==> src/rtl/mux_serializer_pkg.sv <==
// Shared types and elaboration helpers for the mux serializer.
// Latency: n/a (types and constant functions only).
// Backpressure: n/a.
//
// Contents:
//   state_t         - serializer control state (IDLE = 0, SHIFT = 1)
//   width_is_legal  - true for the supported parallel word widths
package mux_serializer_pkg;

    typedef enum logic {
        IDLE  = 1'b0,
        SHIFT = 1'b1
    } state_t;

    // Only power-of-two widths up to 8 are supported, so the select
    // index always covers the whole word without an out-of-range code.
    function automatic bit width_is_legal(input int w);
        return (w == 2) || (w == 4) || (w == 8);
    endfunction

endpackage

==> src/rtl/mux_serializer_sel_counter.sv <==
// Select-index up-counter with enable, sync clear and terminal-count flag.
// Latency: count updates one clk after en/clr; tc is combinational on cnt.
// Backpressure: holds its value while en is low; saturates at N-1.
//
// Ports:
//   clk, rst_n - clock, async active-low reset (cnt -> 0)
//   clr        - synchronous load-to-zero, wins over en
//   en         - advance by one when not at terminal count
//   cnt        - current count, SW bits
//   tc         - cnt == N-1
module sel_counter #(
    parameter int N  = 4,
    parameter int SW = $clog2(N)
) (
    input  logic          clk,
    input  logic          rst_n,
    input  logic          clr,
    input  logic          en,
    output logic [SW-1:0] cnt,
    output logic          tc
);

    assign tc = (cnt == SW'(N - 1));

    // Gating the increment with !tc keeps the count inside 0..N-1 even if
    // a caller enables it at the terminal value; only clr wraps to zero.
    always_ff @(posedge clk or negedge rst_n) begin
        if (!rst_n) begin
            cnt <= '0;
        end else if (clr) begin
            cnt <= '0;
        end else if (en && !tc) begin
            cnt <= cnt + 1'b1;
        end
    end

endmodule

==> src/rtl/mux_serializer.sv <==
// Parallel-to-serial mux: latches a WIDTH-bit word, emits it LSB first.
// Latency: 1 clk from input transfer to first out_valid; zero-gap reload.
// Backpressure: out_ready=0 freezes sel/out_bit; in_ready only at last bit.
//
// Ports:
//   clk, rst_n                    - clock, async active-low reset
//   in_valid/in_ready/in_data     - parallel word handshake
//   out_valid/out_ready/out_bit   - serial bit handshake
//   out_last                      - current bit is the word MSB
//   sel                           - current mux select index
module mux_serializer
    import mux_serializer_pkg::*;
#(
    parameter  int WIDTH = 4,
    localparam int SW    = $clog2(WIDTH)
) (
    input  logic             clk,
    input  logic             rst_n,
    input  logic             in_valid,
    output logic             in_ready,
    input  logic [WIDTH-1:0] in_data,
    output logic             out_bit,
    output logic             out_valid,
    input  logic             out_ready,
    output logic             out_last,
    output logic [SW-1:0]    sel
);

    if (!width_is_legal(WIDTH)) begin : g_width_check
        $error("mux_serializer: WIDTH must be 2, 4 or 8");
    end

    state_t           state_q;
    state_t           state_d;
    logic [WIDTH-1:0] held_q;
    logic [SW-1:0]    sel_cnt;
    logic             sel_tc;
    logic             in_fire;
    logic             out_fire;
    logic             word_done;

    assign in_fire   = in_valid && in_ready;
    assign out_fire  = out_valid && out_ready;
    assign word_done = out_fire && out_last;

    // Clearing on word_done as well as on a new load means sel already reads
    // zero whenever the block sits in IDLE.
    sel_counter #(
        .N  (WIDTH),
        .SW (SW)
    ) u_sel_counter (
        .clk   (clk),
        .rst_n (rst_n),
        .clr   (in_fire || word_done),
        .en    (out_fire),
        .cnt   (sel_cnt),
        .tc    (sel_tc)
    );

    assign sel = sel_cnt;

    // State register
    always_ff @(posedge clk or negedge rst_n) begin
        if (!rst_n) begin
            state_q <= IDLE;
        end else begin
            state_q <= state_d;
        end
    end

    // Held word: only written on an accepted input word, so anything on
    // in_data while in_ready is low never reaches the output.
    always_ff @(posedge clk or negedge rst_n) begin
        if (!rst_n) begin
            held_q <= '0;
        end else if (in_fire) begin
            held_q <= in_data;
        end
    end

    // Next-state logic. In SHIFT an input transfer can only happen together
    // with the last-bit output transfer, which is the back-to-back reload.
    always_comb begin
        state_d = state_q;
        case (state_q)
            IDLE: begin
                if (in_fire) begin
                    state_d = SHIFT;
                end
            end
            SHIFT: begin
                if (word_done && !in_fire) begin
                    state_d = IDLE;
                end
            end
            default: state_d = IDLE;
        endcase
    end

    // Output logic. All outputs decode from registered state, so an async
    // reset takes them to their idle values without waiting for clk.
    always_comb begin
        in_ready  = 1'b0;
        out_valid = 1'b0;
        out_last  = 1'b0;
        out_bit   = 1'b0;
        case (state_q)
            IDLE: begin
                in_ready = 1'b1;
            end
            SHIFT: begin
                out_valid = 1'b1;
                out_last  = sel_tc;
                out_bit   = held_q[sel_cnt];
                in_ready  = sel_tc && out_ready;
            end
            default: begin
                in_ready = 1'b0;
            end
        endcase
    end

endmodule

==> config.mk <==
export PLATFORM = sky130hd
export DESIGN_NAME = mux_serializer
export DESIGN_NICKNAME = d
export VERILOG_FILES = /design/src/rtl/mux_serializer_pkg.sv /design/src/rtl/mux_serializer_sel_counter.sv /design/src/rtl/mux_serializer.sv
export SDC_FILE = /design/constraint.sdc
export NUM_CORES = 1
export LEC_CHECK = 0
export BUFFER_PORTS_ARGS = -buffer_cell sky130_fd_sc_hd__buf_2
export CAP_MARGIN = 20
export CORE_AREA = 2 2 39 41
export CTS_BUF_LIST = sky130_fd_sc_hd__clkbuf_8 sky130_fd_sc_hd__clkbuf_16
export DETAILED_ROUTE_END_ITERATION = 6
export DIE_AREA = 0 0 41 43
export SYNTH_ARGS = -nofsm -noshare
export SYNTH_HDL_FRONTEND = slang
export SYNTH_SLANG_ARGS = --single-unit
==> constraint.sdc <==
create_clock -name clk -period 4.83 [get_ports clk]
set_clock_uncertainty 0.1 [all_clocks]
set_input_delay 1.449 -clock clk [delete_from_list [all_inputs] [get_ports clk]]
set_output_delay 1.449 -clock clk [all_outputs]
set_load 0.005 [all_outputs]
# Yosys cells after proc, flatten, opt, wreduce, memory -nomap -nowiden
# Cells that the tools add are included.
# op_classes
n_eq_ne,1
div,0
n_mul,0
reduce_logical,10
n_addsub,1
n_mux,11
n_shift,0
order_cmp,1
bitwise_logic,1
# ops
cell,n
logical AND 1 bit,6
two-way mux 1 bit,6
two-way mux 2 bit,2
case mux 1 bit (2 select lines),2
"less-than comparator 2 x 3 -> 1 bit, second input constant",1
"adder 2 x 1 -> 2 bit, second input constant",1
binary-select mux 1 bit (select 2 bit),1
"== test 2 bit, second input constant",1
zero test 1 bit,2
nonzero test 2 bit,1
logical OR 1 bit,1
inverter 1 bit,1
# totals
n_memories,0
ram_bits,0
inputBits,8
out_inout_bits,6
mem_bits_ro,0
elab_cells,28
reg_bits,7
latch_bits,0

# Logic depth before layout (Yosys ltp)
# depth
ltp_word,8
mapped_depth,3
ltp_nobuf,3

# Hierarchy
# From an unflattened synthesis, not the netlist that was laid out.
# unflattened
hier_cells,38
hier_area_um2,392.9
# by_module_without_submodules
module,cells_per_inst,seq_area_each_um2,n_inst,area_per_inst_um2
mux_serializer,28,125.1,1,269.0
sel_counter,10,50.0,1,123.9

# Worst setup path after synthesis
# OpenSTA, ideal clock, no wires.
# synth_path
kind,input -> output
start,in out_ready
end,out in_ready
required_ns,3.281
t_arrival_ns,1.706
path_buffers,0
stages,2
path_slack_ns,1.575
cell_sequence,a21boi_2 -> inv_1
# synth_via
elab_chain_len,2
# synth_rtl
item,line,rtl
from (decl),mux_serializer.sv:24,"input logic out_ready,"
logical AND 1 bit,mux_serializer.sv:115,in_ready = sel_tc && out_ready;
case mux 1 bit (2 select lines),mux_serializer.sv:107,case (state_q)
to (decl),mux_serializer.sv:20,"output logic in_ready,"
# No other way between the ends.

# Worst setup path after layout
# Same ends and word-level chain as after synthesis.

==> results.py <==
metrics = {
    "run_status": {
        "outcome": "finished clean",
    },
    "yosys": {
        "synth.area.mux_share": 0.0581,
        "synth_fa_ha_area_frac": 0.0323,
        "synth-seq-cells": 7,
        "synth-compound-area-share": 0.165,
        "yosysWarnings": 0,
        "synth.cell_area_um2": 388,
        "fraction_of_synthesized_cell_area_in_xor_and_xnor_cells": 0,
        "post_synth.cell_area_avg_um2": 10.8,
        "main_combinational_cell_family_by_area_after_synthesis": "simple AND/OR/NAND/NOR gates",
        "yosysUniqueCellTypes": 16,
        "seq_area_frac_synth": 0.452,
        "simple_gate_portion_of_the_synthesized_area": 0.232,
        "netlist_instances": 36,
        "synth_fp_nets": 45,
    },
    "power": {
        "power.clock.fraction": 0.262,
        "vdd_drop_max_uv": 225,
        "powerDensity_nw_per_um2": 580,
        "power_switching_mw": 0.0871,
        "pwr-share-comb": 0.373,
        "sequentialPowerShare": 0.365,
        "power.internal_mw": 0.210,
        "leakage_nw": 0.265,
        "switching_share": 0.293,
    },
    "cts": {
        "numCtsBuffers": 3,
        "clock_insertion_delay_worst_skew_ns": 0.22,
        "cts.clk_slew.worst_paths_ns": 0.04,
        "ctsHtreeMaxLevel": 1,
        "max_clock_buf_depth": 2,
        "cts_sinks": 7,
        "post_cts_resize_count": 0,
        "cts.repair_timing.setup_buffer_count": 0,
        "cts_tree": "done",
        "cts.hold.buffers_added": 0,
        "clock_tree.root_cell": "clkbuf_8",
    },
    "worst_setup_path": {
        "worst-endpoint-required_ns": 3.28,
        "path_depth": 4,
        "crit-reg2reg-capture": "held_q[0]",
        "critical_path_peak_fanout": 6,
        "critical-path-slowest-cell": "a21boi_2",
        "cpLargestDelayFamily": "buffers and inverters",
        "critical_path.max_stage_delay_ns": 0.24,
        "setup_slack_of_the_most_critical_reg_to_reg_path_ns": 3.39,
        "critPathKind": "input port to primary output",
        "r2r_startpoint": "u_sel_counter.cnt[0]",
        "worst_ep_arrival_time_ns": 2.01,
        "critPathLaunch": "out_ready",
        "critical_path.most_common_cell": "buf_2",
        "crit_chain": "buf_2, a21boi_2, inv_1, buf_2",
        "rr_worst_depth": 3,
        "path_buf_inv": 3,
        "timing.critical_path.from_type": "input port",
        "timing.critical_path.to": "in_ready",
        "crit_path_end_kind": "primary output",
    },
    "placement": {
        "placer_congestion": 0.694,
        "io_buffer_count": 13,
        "dp_hpwl_um": 607,
        "dpl.cell_count": 64,
        "place_ws_ns": 1.26,
    },
    "global_route": {
        "grt_pass1_wl_um": 1330,
        "first_global_vias": 303,
        "grt_max_degree": 11,
        "antenna_found_initial": 0,
        "global_route_total_usage_across_every_layer": 0.114,
        "grt_overflow": 0,
    },
    "die": {
        "ios": 14,
        "core_region_area_um2": 1380,
        "initial_core_util": 0.280,
        "num_rows": 14,
        "floorplan.die.height_um": 43,
        "floorplan.die_area_um2": 1760,
        "floorplan.die.width_um": 41,
    },
    "layout": {
        "antennaDiodeCount": 0,
        "layout-area-overhead-vs-synth_pct": 32.3,
        "final_layout_size_suffix_gt1_frac": 0.385,
        "finalNetCount": 62,
        "finalNonFillerCells": 68,
    },
    "sta": {
        "tightest_slew_ns": 0.266,
        "timing.final.max_slew_violations": 0,
        "finalSetupTns_ns": 0,
        "final_period_minus_worst_setup_slack_ns": 3.55,
        "hold-worst-slack_ns": 0.437,
        "rsz_0062_raised_after_global_routing": "false",
        "post-route-worst-setup-slack_ns": 1.28,
        "finalSetupViolCount": 0,
        "final.period_utilization": 0.736,
        "hold_violations": 0,
        "max-slew-margin-rel": 0.822,
        "fmax_mhz": 281,
    },
    "routing": {
        "dr_total_vias": 322,
        "routed_wirelength_um": 799,
        "drt_first_pass_iters": 4,
        "initialDrtViolationCount": 4,
        "avgViaCountPerCell": 4.74,
        "detail_route.drc_violations": 0,
        "routed_wire_length_per_instance_um": 11.8,
        "ant_nets": 0,
    },
    "min_path": {
        "hp-class": "register to register",
    },
    "run": {
        "cap_viol_max_count": 0,
    },
}
-- through the flow --
step	area [µm²]	total power, mW	utilization
CTS	513	0.303	0.371
finish	513	0.297	0.371
floorplan	388	0.183	-
global route	513	0.326	0.371
detailed placement	468	0.223	0.338
global placement	468	0.219	0.338
-- cells in the mapped netlist --
master	count	area, µm²
mux4_2	1	22.5
o32ai_1	4	35.0
dfrtp_1	7	175
or2_2	1	6.26
a21boi_2	1	11.3
and4b_1	1	10.0
nor2b_1	2	12.5
ha_1	1	12.5
and2_1	2	12.5
buf_2	1	5.00
inv_1	5	18.8
and4bb_2	1	12.5
nand2_1	4	15.0
and3_1	1	6.26
nor3b_1	2	15.0
a211o_1	2	17.5
-- cells by family (layout without fill, tap and decap cells) --
kind of cell,count (synthesis),in the layout
AO/OA/AOI/OAI,7,7
adder cells (fa/ha/maj),1,1
buffers and inverters,6,22
flip-flops,7,7
multiplexers,1,1
AND/OR/NAND/NOR,14,14
-- per-layer routing --
| metal | up-vias | track usage | routed length [µm] |
|---|---|---|---|
| li1 | 164 | - | - |
| met1 | 144 | 0.153 | 358 |
| met2 | 12 | 0.159 | 376 |
| met3 | 2 | 0.0471 | 61 |
| met4 | 0 | 0.0400 | 3 |
| met5 | - | 0 | 0 |
-- worst min path at each step --
stage,startpoint,to,slack (ns),depth (start not counted)
2_1_floorplan,held_q[1],held_q[1],0.42,2
3_3_place_gp,held_q[0],held_q[0],0.43,2
3_5_place_dp,held_q[1],held_q[1],0.44,2
4_1_cts,held_q[1],held_q[1],0.44,2
5_1_grt,held_q[1],held_q[1],0.46,2
6_report,held_q[1],held_q[1],0.44,2
-- power groups by stage --
stage	clock [mW]	sequential (mW)	combinational, mW
floorplan	0	0.104	0.0783
global placement	0	0.108	0.111
detailed placement	0	0.110	0.113
CTS	0.0807	0.109	0.113
global route	0.0853	0.113	0.127
finish	0.0778	0.109	0.111
-- worst reg2reg max path: stages (launching register included) --
cell	delay, ns
dfrtp_1	0.43
ha_1	0.28
and3_1	0.24
o32ai_1	0.28
-- cells in the final DEF, fill, tap and decap left out, drive strengths merged, types with 2 or more instances in the layout --
cell	instances
a211o	2
inv	6
and2	2
nand2	4
nor3b	2
buf	13
o32ai	4
dfrtp	7
nor2b	2
clkbuf	3
-- layout make-up --
type	instances	area, µm²
repair buffers	13	65.1
multi-input cells	23	189
clock inverters	1	3.75
clock buffers	3	41.3
fillers	152	871
well taps	16	20.0
inverters	5	18.8
flip-flops and latches	7	175
-- flip-flops by register name, summed over array words and instances, names as in the netlist --
name / cells
held_q: 4
u_sel_counter.cnt: 2
state_q: 1
No activity file was read; power rests on OpenSTA's default activity.
